===== src/rtl/mem_responder_if.sv =====
// Request/response bus between a core memory port and mem_responder.
interface mem_responder_if;
   logic        mem_req;
   logic [63:0] mem_addr;
   logic        mem_wen;
   logic [7:0]  mem_strb;
   logic [63:0] mem_wdata;
   logic        mem_gnt;
   logic        mem_err;
   logic [63:0] mem_rdata;

   modport master (
      output mem_req, mem_addr, mem_wen, mem_strb, mem_wdata,
      input  mem_gnt, mem_err, mem_rdata
   );

   modport slave (
      input  mem_req, mem_addr, mem_wen, mem_strb, mem_wdata,
      output mem_gnt, mem_err, mem_rdata
   );
endinterface


===== src/rtl/mem_responder.sv =====
// Memory responder with LFSR-driven random wait states in front of a byte-strobed store.
// Define MEM_RESPONDER_ERR_EN to flag out-of-range accesses on mem_err.
module mem_responder #(
   parameter int unsigned DEPTH     = 64,
   parameter int unsigned MAX_STALL = 3,
   parameter logic [15:0] LFSR_SEED = 16'hACE1
) (
   input  logic g_clk,
   input  logic g_reset,
   mem_responder_if.slave bus
);
   localparam int unsigned AW = $clog2(DEPTH);

   typedef enum logic {IDLE, WAIT} state_t;

   state_t          state, state_nxt;
   logic [3:0]      cnt, cnt_nxt;
   logic [3:0]      stall_load;
   logic [15:0]     lfsr;
   logic            gnt;
   logic            in_range;
   logic [AW-1:0]   idx;
   logic [63:0]     rdata_q;
   logic [63:0]     store [DEPTH];
   logic            unused_addr_bits;

   assign stall_load       = 4'(32'(lfsr[3:0]) % (MAX_STALL + 1));
   assign in_range         = (bus.mem_addr[63:AW+3] == '0);
   assign idx              = bus.mem_addr[AW+2:3];
   assign unused_addr_bits = ^bus.mem_addr[2:0];

   assign gnt           = (state == WAIT) && (cnt == '0) && bus.mem_req;
   assign bus.mem_gnt   = gnt;
   assign bus.mem_rdata = rdata_q;

   always_comb begin
      state_nxt = state;
      cnt_nxt   = cnt;
      unique case (state)
         IDLE: begin
            if (bus.mem_req) begin
               state_nxt = WAIT;
               cnt_nxt   = stall_load;
            end
         end
         WAIT: begin
            if (!bus.mem_req) begin
               state_nxt = IDLE;
               cnt_nxt   = '0;
            end else if (cnt == '0) begin
               state_nxt = IDLE;
            end else begin
               cnt_nxt = cnt - 4'd1;
            end
         end
         default: begin
            state_nxt = IDLE;
            cnt_nxt   = '0;
         end
      endcase
   end

   // Fibonacci LFSR, taps 16,14,13,11
   always_ff @(posedge g_clk or posedge g_reset) begin
      if (g_reset) begin
         state <= IDLE;
         cnt   <= '0;
         lfsr  <= LFSR_SEED;
      end else begin
         state <= state_nxt;
         cnt   <= cnt_nxt;
         lfsr  <= {lfsr[14:0], lfsr[15] ^ lfsr[13] ^ lfsr[12] ^ lfsr[10]};
      end
   end

   always_ff @(posedge g_clk or posedge g_reset) begin
      if (g_reset) begin
         rdata_q <= '0;
      end else if (gnt) begin
         if (!bus.mem_wen && in_range) rdata_q <= store[idx];
         else                          rdata_q <= '0;
      end
   end

`ifdef MEM_RESPONDER_ERR_EN
   logic err_q;

   always_ff @(posedge g_clk or posedge g_reset) begin
      if (g_reset)  err_q <= 1'b0;
      else if (gnt) err_q <= !in_range;
   end

   assign bus.mem_err = err_q;
`else
   assign bus.mem_err = 1'b0;
`endif

   // Store has no reset; the g_reset term blocks a write on an edge coinciding with reset.
   always_ff @(posedge g_clk) begin
      if (gnt && !g_reset && bus.mem_wen && in_range) begin
         for (int unsigned b = 0; b < 8; b++) begin
            if (bus.mem_strb[b]) store[idx][8*b +: 8] <= bus.mem_wdata[8*b +: 8];
         end
      end
   end
endmodule


===== src/flat_wrapper.sv =====
// flat-port wrapper written by rule: the top's interface ports become plain ports
module mem_responder_flat 
#(
   parameter int unsigned DEPTH     = 64,
   parameter int unsigned MAX_STALL = 3,
   parameter logic [15:0] LFSR_SEED = 16'hACE1
)
  (g_clk, g_reset, bus_mem_req, bus_mem_addr, bus_mem_wen, bus_mem_strb, bus_mem_wdata, bus_mem_gnt, bus_mem_err, bus_mem_rdata);
  mem_responder_if bus_i ();
  input  logic g_clk;
  input  logic g_reset;
  input wire logic [$bits(bus_i.mem_req)-1:0] bus_mem_req;
  input wire logic [$bits(bus_i.mem_addr)-1:0] bus_mem_addr;
  input wire logic [$bits(bus_i.mem_wen)-1:0] bus_mem_wen;
  input wire logic [$bits(bus_i.mem_strb)-1:0] bus_mem_strb;
  input wire logic [$bits(bus_i.mem_wdata)-1:0] bus_mem_wdata;
  output wire logic [$bits(bus_i.mem_gnt)-1:0] bus_mem_gnt;
  output wire logic [$bits(bus_i.mem_err)-1:0] bus_mem_err;
  output wire logic [$bits(bus_i.mem_rdata)-1:0] bus_mem_rdata;
  assign bus_i.mem_req = bus_mem_req;
  assign bus_i.mem_addr = bus_mem_addr;
  assign bus_i.mem_wen = bus_mem_wen;
  assign bus_i.mem_strb = bus_mem_strb;
  assign bus_i.mem_wdata = bus_mem_wdata;
  assign bus_mem_gnt = bus_i.mem_gnt;
  assign bus_mem_err = bus_i.mem_err;
  assign bus_mem_rdata = bus_i.mem_rdata;
  mem_responder #(.DEPTH(DEPTH), .MAX_STALL(MAX_STALL), .LFSR_SEED(LFSR_SEED)) u_core (.g_clk(g_clk), .g_reset(g_reset), .bus(bus_i));
endmodule

===== config.mk =====
export PLATFORM = sky130hd
export DESIGN_NAME = mem_responder_flat
export DESIGN_NICKNAME = d
export VERILOG_FILES = /design/src/rtl/mem_responder_if.sv /design/src/rtl/mem_responder.sv /design/src/flat_wrapper.sv
export SDC_FILE = /design/constraint.sdc
export NUM_CORES = 2
export LEC_CHECK = 0
export CAP_MARGIN = 20
export CORE_MARGIN = 1
export CORE_UTILIZATION = 45
export CTS_CLUSTER_DIAMETER = 80
export DETAILED_ROUTE_END_ITERATION = 16
export HOLD_SLACK_MARGIN = 0.1
export SYNTH_ARGS = -nofsm -noshare
export SYNTH_HDL_FRONTEND = slang
export SYNTH_SLANG_ARGS = --single-unit
export TNS_END_PERCENT = 1

===== constraint.sdc =====
create_clock -name g_clk -period 8 [get_ports g_clk]
set_clock_uncertainty 0.1 [all_clocks]
set_input_delay 0.8 -clock g_clk [delete_from_list [all_inputs] [get_ports g_clk]]
set_output_delay 0.8 -clock g_clk [all_outputs]
set_load 0.02 [all_outputs]

Yosys cells after proc, flatten, opt, wreduce, memory -nomap -nowiden
Memory sizes are Yosys's and may differ from the RTL's.
Cells that the tools add are included.
{"block": "op_classes", "add_sub_neg": 1, "eq_ne": 2, "mux": 33, "n_bitwise": 4, "reduce_logical": 11}
{"op": "64-bit 2-to-1 mux", "count": 1}
{"op": "55-bit logical NOT", "count": 1}
{"op": "1-bit 2-to-1 mux", "count": 27}
{"op": "4-bit 2-to-1 mux", "count": 3}
{"op": "4-bit case mux with 2 select lines", "count": 1}
{"op": "1-bit logical AND", "count": 6}
{"op": "4-bit logical NOT", "count": 1}
{"op": "4-bit by 1-bit subtractor with 4-bit output (second input constant)", "count": 1}
{"op": "3-bit inequality test (second input constant)", "count": 1}
{"op": "1-bit XOR", "count": 3}
{"op": "1-bit logical NOT", "count": 2}
{"op": "2-bit inequality test (second input constant)", "count": 1}
{"op": "1-bit case mux with 2 select lines", "count": 1}
{"op": "2-bit AND reduction", "count": 1}
{"op": "1-bit NOT", "count": 1}
{"block": "totals", "reg_bits": 85, "ram_bits": 4096, "inputBits": 140, "out_inout_bits": 66, "wordCells": 56, "mem_count": 1}
{"name": "u_core.store", "words": 64, "word_bits": 64, "read_ports": 1, "rd_ports_with_merged_regs": 0, "write_ports": 1, "line": "mem_responder.sv:24", "source": "logic [63:0] store [DEPTH];"}

Longest topological paths before layout
{"block": "depth", "word_depth": 8, "depth_mapped": 12, "depth_no_buf": 8}

Worst setup path after synthesis
No wires, ideal clock.
{"block": "synth_path", "path_kind": "input to register", "start": "input g_reset", "end": "memory u_core.store[59][48], enable pin", "setup_ns": 0.370, "arrival_ns": 3.870, "required_time_ns": 7.530, "slack_ns": 3.660, "stages": 6, "path_buffers": 2, "path_cell_list": "inv_1 and3_1 buf_2 nand2_1 clkbuf_1 nor2_1"}
{"block": "synth_between", "elab_chain_len": 6}
{"item": "from (decl)", "line": "flat_wrapper.sv:11", "source": "input logic g_reset;"}
{"item": "1-bit logical NOT (no line)"}
{"item": "1-bit logical AND (3 in series)", "line": "mem_responder.sv:100", "source": "if (gnt && !g_reset && bus.mem_wen && in_range) begin"}
{"item": "1-bit 2-to-1 mux", "line": "mem_responder.sv:100"}
{"item": "1-bit 2-to-1 mux (implied by the code)", "line": "mem_responder.sv:102", "source": "if (bus.mem_strb[b]) store[idx][8*b +: 8] <= bus.mem_wdata[8*b +: 8];"}
{"item": "to (decl)", "line": "mem_responder.sv:24"}
Every way passes these cells.

Worst setup path after layout
{"block": "layout_path", "start": "register u_core.cnt[0]", "end": "memory u_core.store[24][0], enable pin"}
{"block": "layout_between", "elab_chain_len": 8}
{"item": "from (decl)", "line": "mem_responder.sv:17", "source": "logic [3:0] cnt, cnt_nxt;"}
{"item": "from (signal assigned)", "line": "mem_responder.sv:71", "source": "cnt <= cnt_nxt;"}
{"item": "4-bit logical NOT", "line": "mem_responder.sv:32", "source": "assign gnt = (state == WAIT) && (cnt == '0) && bus.mem_req;"}
{"item": "1-bit logical AND (2 in series)", "line": "mem_responder.sv:32"}
{"item": "1-bit logical AND (3 in series)", "line": "mem_responder.sv:100"}
{"item": "1-bit 2-to-1 mux", "line": "mem_responder.sv:100"}
{"item": "1-bit 2-to-1 mux (implied by the code)", "line": "mem_responder.sv:102"}
Every way passes these cells.

==> flow_results.xml <==
<?xml version="1.0" encoding="UTF-8"?>
<metrics>
  <group name="status">
    <metric name="status" unit="">finished clean</metric>
  </group>
  <group name="yosys">
    <metric name="largest_family_of_logic_cells_by_synthesized_area" unit="">multiplexers</metric>
    <metric name="post_synth_inst_count" unit="">8945</metric>
    <metric name="synth_fp_nets" unit="">9086</metric>
    <metric name="synth_top_cells_by_area" unit="">sky130_fd_sc_hd__edfxtp_1 76%, sky130_fd_sc_hd__mux4_2 4.4%, sky130_fd_sc_hd__mux2_2 2.5%</metric>
    <metric name="synth.avg_cell_area" unit="µm²">18.1</metric>
    <metric name="synth_simple_gate_area_share" unit="%">3.21</metric>
    <metric name="yosys.area_share.adder" unit="%">0.00771</metric>
    <metric name="synth_async_sr_flop_share" unit="%">2.03</metric>
    <metric name="yosys.area_share.xor_xnor" unit="%">0.0162</metric>
    <metric name="yosys.area.top_type_share" unit="%">75.8</metric>
    <metric name="synth_enable_flop_cells" unit="">4096</metric>
    <metric name="synthFlopType" unit="">sky130_fd_sc_hd__edfxtp_1</metric>
    <metric name="synth-seq-cells" unit="">4181</metric>
    <metric name="synth_largest_area_cell" unit="">sky130_fd_sc_hd__edfxtp_1</metric>
    <metric name="synth.yosys.warnings" unit="">0</metric>
    <metric name="synth.yosys.seq_area_share" unit="%">77.1</metric>
    <metric name="synthMuxAreaShare" unit="%">9.26</metric>
    <metric name="post_synth_instance_area" unit="µm²">162000</metric>
    <metric name="synthesized_area_fraction_occupied_by_ao_oa_aoi_and_oai_cells" unit="%">7.98</metric>
    <metric name="synth_cell_types" unit="">86</metric>
  </group>
  <group name="floorplanning">
    <metric name="die_y" unit="µm">603</metric>
    <metric name="floorplan.initialDensity" unit="%">45.2</metric>
    <metric name="area_inside_the_core_boundary" unit="µm²">359000</metric>
    <metric name="die-width" unit="µm">603</metric>
    <metric name="die_area" unit="µm²">363000</metric>
    <metric name="number_of_standard_cell_rows_in_the_floorplan" unit="">220</metric>
    <metric name="io-pin-count" unit="">206</metric>
  </group>
  <group name="timing">
    <metric name="worstMarginPinSlew" unit="ns">1.28</metric>
    <metric name="timing.final.crit_period" unit="ns">5.38</metric>
    <metric name="setup_ws" unit="ns">2.62</metric>
    <metric name="final.period_utilization" unit="%">67.2</metric>
    <metric name="max_slew_margin" unit="%">14.7</metric>
    <metric name="timing_hold_violations_final" unit="">0</metric>
    <metric name="achievable-frequency" unit="GHz">0.186</metric>
    <metric name="tns" unit="ns">0</metric>
    <metric name="rsz_0062_raised_after_global_routing" unit="">false</metric>
    <metric name="slew_viol_final" unit="">0</metric>
    <metric name="final-setup-viol-count" unit="">0</metric>
  </group>
  <group name="placed_design">
    <metric name="hpwlAfterDp" unit="µm">324000</metric>
    <metric name="gp_congestion" unit="">0.875</metric>
    <metric name="dp_slack" unit="ns">2.13</metric>
    <metric name="port_buffers" unit="">201</metric>
    <metric name="detailed_place.area" unit="µm²">169000</metric>
  </group>
  <group name="worst_setup_path">
    <metric name="crit_start" unit="">u_core.cnt[0]</metric>
    <metric name="critPathLaunchType" unit="">flip-flop</metric>
    <metric name="r2r_start" unit="">u_core.cnt[0]</metric>
    <metric name="setup_slack_of_the_most_critical_reg_to_reg_path" unit="ns">2.62</metric>
    <metric name="endpoint_kind" unit="">flip-flop</metric>
    <metric name="cp_data_required_time" unit="ns">8.48</metric>
    <metric name="crit_path_class" unit="">flip-flop to flip-flop</metric>
    <metric name="r2r_end" unit="">u_core.store[24][0]</metric>
    <metric name="critPathMaxFanout" unit="">37</metric>
    <metric name="r2r.worst_path.cells" unit="">10</metric>
    <metric name="worst-endpoint-arrival" unit="ns">5.86</metric>
    <metric name="critPathCapture" unit="">u_core.store[24][0]</metric>
  </group>
  <group name="route">
    <metric name="remaining_drc_errors" unit="">0</metric>
    <metric name="via_count" unit="">95330</metric>
    <metric name="totalWireLength" unit="µm">551000</metric>
    <metric name="drtIter0Drc" unit="">16267</metric>
    <metric name="drt.antenna.violating_nets" unit="">0</metric>
    <metric name="wire_per_inst" unit="µm">38.2</metric>
    <metric name="route.detailed.vias_per_inst" unit="">6.61</metric>
    <metric name="drt-pass1-iter-count" unit="">6</metric>
  </group>
  <group name="grt">
    <metric name="global_route.overflow_total" unit="">0</metric>
    <metric name="grt_first_pass_wirelength" unit="µm">749000</metric>
    <metric name="grt_max_degree" unit="">97</metric>
    <metric name="vias_in_the_first_global_route" unit="">91385</metric>
    <metric name="grt_usage" unit="%">29.7</metric>
    <metric name="antenna_found_initial" unit="">75</metric>
  </group>
  <group name="power_and_ir_drop">
    <metric name="totalPowerFinal" unit="mW">46.2</metric>
    <metric name="power.static_leakage" unit="nW">57.2</metric>
    <metric name="power_per_cell_area" unit="nW/µm²">253</metric>
    <metric name="vdd.ir_drop.worst" unit="mV">0.192</metric>
  </group>
  <group name="clock_network">
    <metric name="postCtsSetupBuffers" unit="">0</metric>
    <metric name="h-tree-depth" unit="">5</metric>
    <metric name="holdBufCountCts" unit="">0</metric>
    <metric name="insertion_delay" unit="ns">1.00</metric>
    <metric name="cts-resized-gates" unit="">0</metric>
    <metric name="tritoncts" unit="">done</metric>
    <metric name="clock_tree.buffer_depth" unit="">4</metric>
    <metric name="cts.reportedPaths.clkPinSlew" unit="ns">0.06</metric>
    <metric name="cts-root-buf" unit="">sky130_fd_sc_hd__clkbuf_16</metric>
    <metric name="cts-buffers-inserted" unit="">425</metric>
    <metric name="clock_sink_count" unit="">4181</metric>
  </group>
  <group name="layout">
    <metric name="nNetsFinal" unit="">9373</metric>
    <metric name="final_layout_size_suffix_gt1_share" unit="%">18.2</metric>
    <metric name="finish.utilization" unit="%">50.9</metric>
    <metric name="most-common-layout-cells" unit="">4096 x sky130_fd_sc_hd__edfxtp_1, 740 x sky130_fd_sc_hd__nor2_1, 538 x sky130_fd_sc_hd__o22ai_1</metric>
    <metric name="layout-area-overhead-vs-synth" unit="%">12.6</metric>
    <metric name="postLayoutCellArea" unit="µm²">183000</metric>
    <metric name="layout_commonest_cell" unit="">sky130_fd_sc_hd__edfxtp_1</metric>
  </group>
  <group name="hold_path">
    <metric name="min-delay-start" unit="">bus_mem_wdata[32]</metric>
    <metric name="min_path_type" unit="">input pin to flip-flop</metric>
  </group>
  <group name="job">
    <metric name="timing.max_cap.violations" unit="">0</metric>
  </group>
</metrics>
==> state kept, by name, indices dropped and copies added, names as in the netlist <==
register,count
u_core.bus.mem_rdata,64
u_core.store,4096
u_core.lfsr,16
u_core.cnt,4
u_core.state,1
==> layout make-up <==
class	count	area [µm²]
antenna	66	165
sequential	4181	125000
clock inverter	274	2400
timing repair buffer	491	4300
clock buffer	514	11100
tap	4773	5970
inverter	13	81.3
multi-input combinational	4120	33600
fill	28887	176000
==> stage by stage <==
step,instances,hold WS [ns]
after CTS,14359,0.160
after global routing,14380,0.127
final,14432,0.126
after detailed placement,13571,0.235
after floorplan,8945,0.231
after global placement,13567,0.239
==> cells by family after synthesis <==
| family | count (synthesis) |
|---|---|
| simple gates | 1255 |
| flops | 4181 |
| other cells | 1 |
| xor+xnor | 3 |
| compound gates | 1806 |
| fa+ha+maj | 1 |
| buf+inv | 644 |
| mux | 1054 |
==> cell usage after synthesis (10+ instances only) <==
master,n
sky130_fd_sc_hd__edfxtp_1,4096
sky130_fd_sc_hd__nor2_1,747
sky130_fd_sc_hd__o22ai_1,538
sky130_fd_sc_hd__mux2i_1,368
sky130_fd_sc_hd__mux2_2,366
sky130_fd_sc_hd__o221ai_1,339
sky130_fd_sc_hd__nand2_1,326
sky130_fd_sc_hd__mux4_2,314
sky130_fd_sc_hd__a21oi_1,229
sky130_fd_sc_hd__buf_2,228
sky130_fd_sc_hd__o21ai_0,168
sky130_fd_sc_hd__clkbuf_1,157
sky130_fd_sc_hd__a22oi_1,106
sky130_fd_sc_hd__buf_4,99
sky130_fd_sc_hd__a221oi_1,87
sky130_fd_sc_hd__dfrtp_1,77
sky130_fd_sc_hd__buf_6,72
sky130_fd_sc_hd__buf_1,48
sky130_fd_sc_hd__a211oi_1,43
sky130_fd_sc_hd__a2bb2oi_1,38
sky130_fd_sc_hd__nor2b_1,36
sky130_fd_sc_hd__a222oi_1,31
sky130_fd_sc_hd__a32o_1,28
sky130_fd_sc_hd__a22o_1,25
sky130_fd_sc_hd__nor4_1,24
sky130_fd_sc_hd__o22a_1,21
sky130_fd_sc_hd__nand2b_1,17
sky130_fd_sc_hd__buf_8,15
sky130_fd_sc_hd__o31ai_1,15
sky130_fd_sc_hd__o41ai_1,15
sky130_fd_sc_hd__a2111oi_0,14
sky130_fd_sc_hd__a221o_1,14
sky130_fd_sc_hd__and3_1,14
sky130_fd_sc_hd__nand3_1,14
sky130_fd_sc_hd__o211ai_1,13
sky130_fd_sc_hd__or4_1,13
sky130_fd_sc_hd__or3_1,12
sky130_fd_sc_hd__buf_12,11
sky130_fd_sc_hd__a32oi_1,10
sky130_fd_sc_hd__inv_1,10
sky130_fd_sc_hd__nor3_1,10
==> critical path, cell delays in order, from the launching register on <==
cell and delay (ns):
sky130_fd_sc_hd__dfrtp_1 0.43, sky130_fd_sc_hd__inv_1 0.09, sky130_fd_sc_hd__ha_1 0.21, sky130_fd_sc_hd__and4bb_2 0.35, sky130_fd_sc_hd__nand4_1 0.19, sky130_fd_sc_hd__nor4_1 0.79
sky130_fd_sc_hd__and3_2 0.76, sky130_fd_sc_hd__buf_12 0.27, sky130_fd_sc_hd__nand2_2 0.44, sky130_fd_sc_hd__buf_4 0.48, sky130_fd_sc_hd__nor2_1 0.79
==> how the worst min path moves through the flow <==
stage / to / slack [ns] / cells after the start
final: u_core.store[50][32] / 0.13 / 1
after global routing: u_core.store[50][32] / 0.13 / 1
after CTS: u_core.store[50][28] / 0.16 / 1
after detailed placement: u_core.lfsr[4] / 0.23 / 0
after global placement: u_core.lfsr[10] / 0.24 / 0
after floorplan: u_core.lfsr[3] / 0.23 / 0
==> power breakdown <==
part / leakage, nW / switching, mW / internal (mW)
combinational: 12.6 / 1.86 / 0.692
clock: 6.60 / 8.51 / 11.0
sequential: 38.0 / 0.00969 / 24.0
==> per-layer routing <==
metal	share of wire (%)	global-route usage (%)	vias to the layer above
li1	-	-	37365
met2	45	44.7	6986
met5	0.069	0.449	-
met4	5.7	16.3	26
met3	12	7.74	1164
met1	37	39.5	49789
Note: power is estimated with default switching activity, not from simulation.
